[src/rtl/sd_init_pkg.sv]
// Shared constants for the SD card initialisation sequencer.
// Contains command indices, the CMD8 echo pattern, state and error encodings, and the command builder.
package sd_init_pkg;

  localparam logic [5:0] CMD0    = 6'd0;
  localparam logic [5:0] CMD2    = 6'd2;
  localparam logic [5:0] CMD3    = 6'd3;
  localparam logic [5:0] CMD8    = 6'd8;
  localparam logic [5:0] CMD55   = 6'd55;
  localparam logic [5:0] ACMD41  = 6'd41;
  // Marker for "no command left": selecting it at the end of GAP leads to DONE.
  localparam logic [5:0] SEL_END = 6'd63;

  localparam logic [11:0] CMD8_CHECK = 12'h1AA;
  localparam logic [31:0] CMD8_ARG   = 32'h0000_01AA;

  localparam logic [2:0] ERR_NONE    = 3'd0;
  localparam logic [2:0] ERR_CMD8    = 3'd1;
  localparam logic [2:0] ERR_RESP_TO = 3'd2;
  localparam logic [2:0] ERR_RETRY   = 3'd3;
  localparam logic [2:0] ERR_TX_TO   = 3'd4;

  typedef enum logic [3:0] {
    ST_IDLE          = 4'd0,
    ST_ISSUE         = 4'd1,
    ST_WAIT_TX_START = 4'd2,
    ST_WAIT_TX_END   = 4'd3,
    ST_WAIT_RESP     = 4'd4,
    ST_EVAL          = 4'd5,
    ST_GAP           = 4'd6,
    ST_DONE          = 4'd7,
    ST_ERROR         = 4'd8
  } state_t;

  function automatic logic [37:0] build_cmd(input logic [5:0]  sel,
                                            input logic [15:0] rca,
                                            input logic [31:0] acmd41_arg);
    logic [31:0] arg;
    case (sel)
      CMD8:    arg = CMD8_ARG;
      CMD55:   arg = {rca, 16'h0000};
      ACMD41:  arg = acmd41_arg;
      default: arg = 32'h0000_0000;
    endcase
    return {sel, arg};
  endfunction

endpackage

[src/rtl/sd_timeout_cnt.sv]
// Clear/enable saturating counter with a terminal flag.
// The sequencer uses it for TX-start, response and inter-command gap timing.
module sd_timeout_cnt
  import sd_init_pkg::*;
#(
  parameter int W = 8
) (
  input  logic         i_clk,
  input  logic         i_reset,
  input  logic         i_clr,
  input  logic         i_en,
  input  logic [W-1:0] i_limit,
  output logic         o_term
);

  localparam logic [W-1:0] ONE = {{(W-1){1'b0}}, 1'b1};

  logic [W-1:0] r_cnt;

  // Count register: clear wins over enable, and the count holds at all-ones.
  always_ff @(posedge i_clk or negedge i_reset) begin
    if (!i_reset) begin
      r_cnt <= {W{1'b0}};
    end else if (i_clr) begin
      r_cnt <= {W{1'b0}};
    end else if (i_en && (r_cnt != {W{1'b1}})) begin
      r_cnt <= r_cnt + ONE;
    end
  end

  assign o_term = (r_cnt == i_limit);

endmodule

[src/rtl/sd_init_seq.sv]
// SD card power-up sequencer: CMD0, CMD8, CMD55/ACMD41 polling, and optionally CMD2/CMD3.
// Define SD_INIT_RCA_EN to add CMD2/CMD3 and RCA capture; otherwise rca is tied to 0.
module sd_init_seq
  import sd_init_pkg::*;
#(
  parameter int          RESP_TIMEOUT   = 64,
  parameter int          TX_TIMEOUT     = 16,
  parameter int          GAP_CYCLES     = 8,
  parameter int          ACMD41_RETRIES = 255,
  parameter logic [31:0] ACMD41_ARG     = 32'h40FF_8000
) (
  input  logic        i_clk,
  input  logic        i_reset,
  input  logic        i_start,
  output logic        o_send_en,
  output logic [37:0] o_cmd_content,
  input  logic        i_sending,
  input  logic        i_resp_valid,
  input  logic [31:0] i_resp_arg,
  output logic        o_busy,
  output logic        o_done,
  output logic        o_error,
  output logic [2:0]  o_err_code,
  output logic        o_ccs,
  output logic [15:0] o_rca
);

  // Terminal values are one below the budget because the counter starts at 0 on state entry.
  localparam logic [7:0] TX_LIM    = 8'(TX_TIMEOUT - 1);
  localparam logic [7:0] RESP_LIM  = 8'(RESP_TIMEOUT - 1);
  localparam logic [7:0] GAP_LIM   = 8'(GAP_CYCLES - 1);
  localparam logic [7:0] RETRY_LIM = 8'(ACMD41_RETRIES - 1);

  state_t      r_state, w_next;
  logic [5:0]  r_cmd_sel, w_cmd_sel;
  logic [7:0]  r_retry, w_retry;
  logic [31:0] r_resp, w_resp;
  logic [2:0]  r_err_code, w_err_code;
  logic        r_ccs, w_ccs;
  logic [15:0] r_rca, w_rca;
  logic        r_send_en, r_busy, r_done, r_error;
  logic [37:0] r_cmd_content;
  logic        w_cnt_en, w_cnt_clr, w_term;
  logic [7:0]  w_limit;
  logic        w_unused;

  assign w_unused  = ^r_resp;
  assign w_cnt_clr = (w_next != r_state);

  sd_timeout_cnt #(.W(8)) u_cnt (
    .i_clk   (i_clk),
    .i_reset (i_reset),
    .i_clr   (w_cnt_clr),
    .i_en    (w_cnt_en),
    .i_limit (w_limit),
    .o_term  (w_term)
  );

  // Next-state, command selection, response evaluation and counter control.
  always_comb begin
    w_next     = r_state;
    w_cmd_sel  = r_cmd_sel;
    w_retry    = r_retry;
    w_resp     = r_resp;
    w_err_code = r_err_code;
    w_ccs      = r_ccs;
`ifdef SD_INIT_RCA_EN
    w_rca      = r_rca;
`else
    w_rca      = 16'h0000;
`endif
    w_cnt_en   = 1'b0;
    w_limit    = GAP_LIM;
    case (r_state)
      ST_IDLE, ST_DONE, ST_ERROR: begin
        if (i_start) begin
          w_next     = ST_ISSUE;
          w_cmd_sel  = CMD0;
          w_retry    = 8'd0;
          w_err_code = ERR_NONE;
          w_ccs      = 1'b0;
          w_rca      = 16'h0000;
        end else begin
          w_next = r_state;
        end
      end
      ST_ISSUE: w_next = ST_WAIT_TX_START;
      ST_WAIT_TX_START: begin
        w_cnt_en = 1'b1;
        w_limit  = TX_LIM;
        if (i_sending) begin
          w_next = ST_WAIT_TX_END;
        end else if (w_term) begin
          w_next     = ST_ERROR;
          w_err_code = ERR_TX_TO;
        end else begin
          w_next = ST_WAIT_TX_START;
        end
      end
      ST_WAIT_TX_END: begin
        if (!i_sending) begin
          if (r_cmd_sel == CMD0) begin
            w_next    = ST_GAP;
            w_cmd_sel = CMD8;
          end else begin
            w_next = ST_WAIT_RESP;
          end
        end else begin
          w_next = ST_WAIT_TX_END;
        end
      end
      ST_WAIT_RESP: begin
        w_cnt_en = 1'b1;
        w_limit  = RESP_LIM;
        if (i_resp_valid) begin
          w_resp = i_resp_arg;
          w_next = ST_EVAL;
        end else if (w_term) begin
          w_next     = ST_ERROR;
          w_err_code = ERR_RESP_TO;
        end else begin
          w_next = ST_WAIT_RESP;
        end
      end
      ST_EVAL: begin
        w_next = ST_GAP;
        case (r_cmd_sel)
          CMD8: begin
            if (r_resp[11:0] == CMD8_CHECK) begin
              w_cmd_sel = CMD55;
            end else begin
              w_next     = ST_ERROR;
              w_err_code = ERR_CMD8;
            end
          end
          CMD55: w_cmd_sel = ACMD41;
          ACMD41: begin
            if (r_resp[31]) begin
              w_ccs = r_resp[30];
`ifdef SD_INIT_RCA_EN
              w_cmd_sel = CMD2;
`else
              w_cmd_sel = SEL_END;
`endif
            end else begin
              w_retry = (r_retry != 8'hFF) ? (r_retry + 8'd1) : r_retry;
              if (r_retry >= RETRY_LIM) begin
                w_next     = ST_ERROR;
                w_err_code = ERR_RETRY;
              end else begin
                w_cmd_sel = CMD55;
              end
            end
          end
`ifdef SD_INIT_RCA_EN
          CMD2: w_cmd_sel = CMD3;
          CMD3: begin
            w_rca     = r_resp[31:16];
            w_cmd_sel = SEL_END;
          end
`endif
          default: w_cmd_sel = SEL_END;
        endcase
      end
      ST_GAP: begin
        w_cnt_en = 1'b1;
        w_limit  = GAP_LIM;
        if (w_term) begin
          w_next = (r_cmd_sel == SEL_END) ? ST_DONE : ST_ISSUE;
        end else begin
          w_next = ST_GAP;
        end
      end
      default: w_next = ST_IDLE;
    endcase
  end

  // State and datapath registers; outputs are registered from the next state so they align with it.
  always_ff @(posedge i_clk or negedge i_reset) begin
    if (!i_reset) begin
      r_state       <= ST_IDLE;
      r_cmd_sel     <= CMD0;
      r_retry       <= 8'd0;
      r_resp        <= 32'h0000_0000;
      r_err_code    <= ERR_NONE;
      r_ccs         <= 1'b0;
      r_rca         <= 16'h0000;
      r_send_en     <= 1'b0;
      r_cmd_content <= 38'h0;
      r_busy        <= 1'b0;
      r_done        <= 1'b0;
      r_error       <= 1'b0;
    end else begin
      r_state    <= w_next;
      r_cmd_sel  <= w_cmd_sel;
      r_retry    <= w_retry;
      r_resp     <= w_resp;
      r_err_code <= w_err_code;
      r_ccs      <= w_ccs;
      r_rca      <= w_rca;
      r_send_en  <= (w_next == ST_ISSUE);
      if (w_next == ST_ISSUE) begin
        r_cmd_content <= build_cmd(w_cmd_sel, w_rca, ACMD41_ARG);
      end
      r_busy  <= !((w_next == ST_IDLE) || (w_next == ST_DONE) || (w_next == ST_ERROR));
      r_done  <= (w_next == ST_DONE);
      r_error <= (w_next == ST_ERROR);
    end
  end

  assign o_send_en     = r_send_en;
  assign o_cmd_content = r_cmd_content;
  assign o_busy        = r_busy;
  assign o_done        = r_done;
  assign o_error       = r_error;
  assign o_err_code    = r_err_code;
  assign o_ccs         = r_ccs;
  assign o_rca         = r_rca;

endmodule

[config.mk]
export PLATFORM = sky130hd
export DESIGN_NAME = sd_init_seq
export DESIGN_NICKNAME = d
export VERILOG_FILES = /design/src/rtl/sd_init_pkg.sv /design/src/rtl/sd_timeout_cnt.sv /design/src/rtl/sd_init_seq.sv
export SDC_FILE = /design/constraint.sdc
export NUM_CORES = 1
export LEC_CHECK = 0
export ABC_AREA = 1
export CAP_MARGIN = 15
export CORE_ASPECT_RATIO = 1.75
export CORE_UTILIZATION = 30
export CTS_CLUSTER_SIZE = 12
export DETAILED_ROUTE_END_ITERATION = 8
export GPL_TIMING_DRIVEN = 0
export HOLD_SLACK_MARGIN = 0.15
export PLACE_DENSITY_LB_ADDON = 0.12
export RECOVER_POWER = 50
export SYNTH_ARGS = -nofsm -noshare
export SYNTH_HDL_FRONTEND = slang
export SYNTH_HIERARCHICAL = 1
export SYNTH_SLANG_ARGS = --single-unit
export TNS_END_PERCENT = 20
[constraint.sdc]
create_clock -name i_clk -period 3.9 [get_ports i_clk]
set_input_delay 0.585 -clock i_clk [delete_from_list [all_inputs] [get_ports i_clk]]
set_output_delay 0.585 -clock i_clk [all_outputs]
set_load 0.1 [all_outputs]
==> flow_metrics.tcl <==
set metrics [dict create \
    ff2ff_path_depth 22 \
    fin_skew_ns 0.005978 \
    startpoint "r_state[1]" \
    period_minus_slack_ns 3.456 \
    nFillCells 1227 \
    rsz0062_at_grt "no" \
    dieHeight_um 146.4 \
    tightest_slew_ns 1.604 \
    syn-mean-instance-area_um2 7.536 \
    htree_levels 2 \
    yosys.area.top_type "dfrtp_1" \
    leakage_uw 0.002253 \
    vias_per_cell 4.332 \
    drcViolationCount 7 \
    cts_buffer_depth 2 \
    violations "DRC, capacitance limit, slew limit" \
    grt_pass1_wl_um 13890 \
    p_per_area_nw_per_um2 842.0 \
    timing.rr.start "r_state[1]" \
    drt_pre_antenna_iters 6 \
    drt_wl_total_um 8289 \
    gp_congestion 0.8086 \
    ys_ff_latch 56 \
    wire_per_inst_um 11.82 \
    die-area_um2 12360 \
    yosysWarningCount 6 \
    nets 605 \
    clk_latency_ns 0.30 \
    synthCells 474 \
    finalSetupTns_ns 0 \
    io_buffers 47 \
    syn_to_final_growth_pct 25.67 \
    cp.arrival_ns 3.65 \
    synthFlopType "dfrtp_1" \
    finalSetupViolCount 0 \
    critical_path_class "flop to flop" \
    period_share_pct 88.61 \
    yosysMostFrequentCell "nand2_1" \
    n_antenna_cell 0 \
    syn-cell-area_um2 3572 \
    grt_max_degree 30 \
    drt-initial-drc-count 114 \
    clk_pin_slew_worst_paths_ns 0.08 \
    grt_overflow 0 \
    critPathMaxFanout 8 \
    dpl.hpwl_um 6681 \
    ys_top_cells_by_count "131 x nand2_1, 56 x dfrtp_1, 46 x buf_4" \
    clock.fmax_ghz 0.2894 \
    synth_top_area_share_pct 39.23 \
    max_slew_margin_pct -6.918 \
    place_area_um2 4362 \
    crit_required_ns 4.09 \
    slew_viol_final 59 \
    multi_input_area_um2 1685 \
    post_cts_buffers 0 \
    num_rows 52 \
    clockRootBuffer "clkbuf_16" \
    hold_viol_final 0 \
    cts_hold_buffers 0 \
    grt_usage_pct 14.13 \
    endpoint_kind "flop" \
    coreArea_um2 11580 \
    r2r_slack_ns 0.44 \
    hp-class "flop to flop" \
    synth_enable_flop_cells 0 \
    async_flop_share_pct 100.0 \
    reg2reg_to "u_cnt/r_cnt[4]" \
    ios 99 \
    grt_antenna_before_repair 0 \
    endpoint "u_cnt/r_cnt[4]" \
    first_global_vias 2944 \
    seq_area_um2 1401 \
    holdWs_ns 0.4836 \
    fp.dieW_um 84.49 \
    drive_gt1_share_pct 18.02 \
    cp-start-kind "flop" \
    cts_resized 0 \
    status "finished with violations" \
    clock_sinks 56 \
    ir_worst_vdd_mv 0.3089 \
    final_area_um2 4489 \
    cts_buffers 5 \
    ant_nets 0 \
    maxCapViolations 2 \
    synth_area_leaders "dfrtp_1 39%, nand2_1 14%, buf_4 9.7%, nor2_1 4.5%, inv_1 4.2%" \
    yosysSeqAreaShare_pct 39.23 \
    cts_tree "yes" \
    yosysUniqueCellTypes 39 \
    vias 3037 \
    initial_utilization_pct 30.84 \
]
-- cells by family after synthesis --
logic type	count (synthesis)	share of synthesized area [%]
simple gates	256	34.01
buf+inv	106	16.67
other cells	2	0.2102
xor+xnor	10	2.452
flops	56	39.23
compound gates	41	6.375
fa+ha+maj	3	1.051
-- cells in the final DEF, fill, tap and decap left out, types with 9 or more instances in the layout --
cell | Yosys | layout
nor2_1 | 43 | 45
nand2_2 | 10 | 9
a21oi_1 | 12 | 12
conb_1 | 2 | 38
clkdlybuf4s50_1 | 0 | 45
inv_2 | 10 | 10
buf_4 | 46 | 46
xnor2_1 | 9 | 9
o21ai_0 | 19 | 19
inv_1 | 40 | 40
nand2_1 | 131 | 133
dfrtp_1 | 56 | 56
nand3_1 | 30 | 31
nor3_1 | 10 | 10
-- critical path: stages (launching register included) --
cell	delay, ns
dfrtp_1	0.36
buf_2	0.17
nor2_2	0.15
nand2_1	0.10
inv_1	0.16
nor2_1	0.09
inv_1	0.10
xnor2_1	0.16
nand4_1	0.18
nor2_1	0.25
inv_1	0.15
o21ai_0	0.22
nand2_1	0.09
nor2_2	0.13
nand3_2	0.14
inv_2	0.11
nand2_1	0.05
nand3b_1	0.22
inv_1	0.18
nand2_4	0.14
clkinv_4	0.07
nand2_1	0.06
nand2_1	0.05
-- registers in the layout, summed over array words and instances, names as in the netlist --
signal,count
r_cmd_sel,6
o_send_en,1
o_busy,1
o_err_code,3
o_ccs,1
r_retry,8
r_resp,14
o_cmd_content,8
r_state,4
o_error,1
u_cnt/r_cnt,8
o_done,1
-- metal layers --
metal	track usage (%)	share of wire (%)
met5	0	0
met4	6.356	3.1
met3	2.148	3.3
met2	27.03	55
met1	14.87	38
-- through the flow --
step | utilization [%] | setup WS, ns | power, uW | std cells
finish | 38.76 | 0.4444 | 3780 | 701
global route | 38.76 | 0.06714 | 4056 | 701
CTS | 39.14 | 0.3799 | 3850 | 701
detailed placement | 37.66 | 0.3972 | 3310 | 693
global placement | 37.53 | 0.3047 | 3295 | 692
floorplan | - | 1.216 | 2789 | 510
-- where the power goes --
group          switching (uW)  internal (uW)  total, uW
registers                 139            770        909
logic                    1720            623       2350
clock network             218            306        524
-- layout make-up --
cell class | instances | area share, %
Multi-Input combinational cell | 348 | 37.54
Sequential cell | 56 | 31.22
Timing Repair Buffer | 48 | 10.42
Buffer | 52 | 8.556
Inverter | 54 | 4.682
Tap cell | 135 | 3.763
Clock buffer | 5 | 2.787
Clock inverter | 3 | 1.031
-- worst min-delay path by stage --
stage               startpoint          to  slack [ns]  cells after the start
floorplan              i_reset      o_busy        0.29                      0
global placement     r_resp[5]   r_resp[5]        0.46                      2
detailed placement   r_resp[5]   r_resp[5]        0.46                      2
CTS                    i_reset  r_retry[2]        0.37                      1
global route        r_resp[30]  r_resp[30]        0.50                      2
finish               r_resp[5]   r_resp[5]        0.48                      2
No activity file was read; power rests on OpenSTA's default activity.
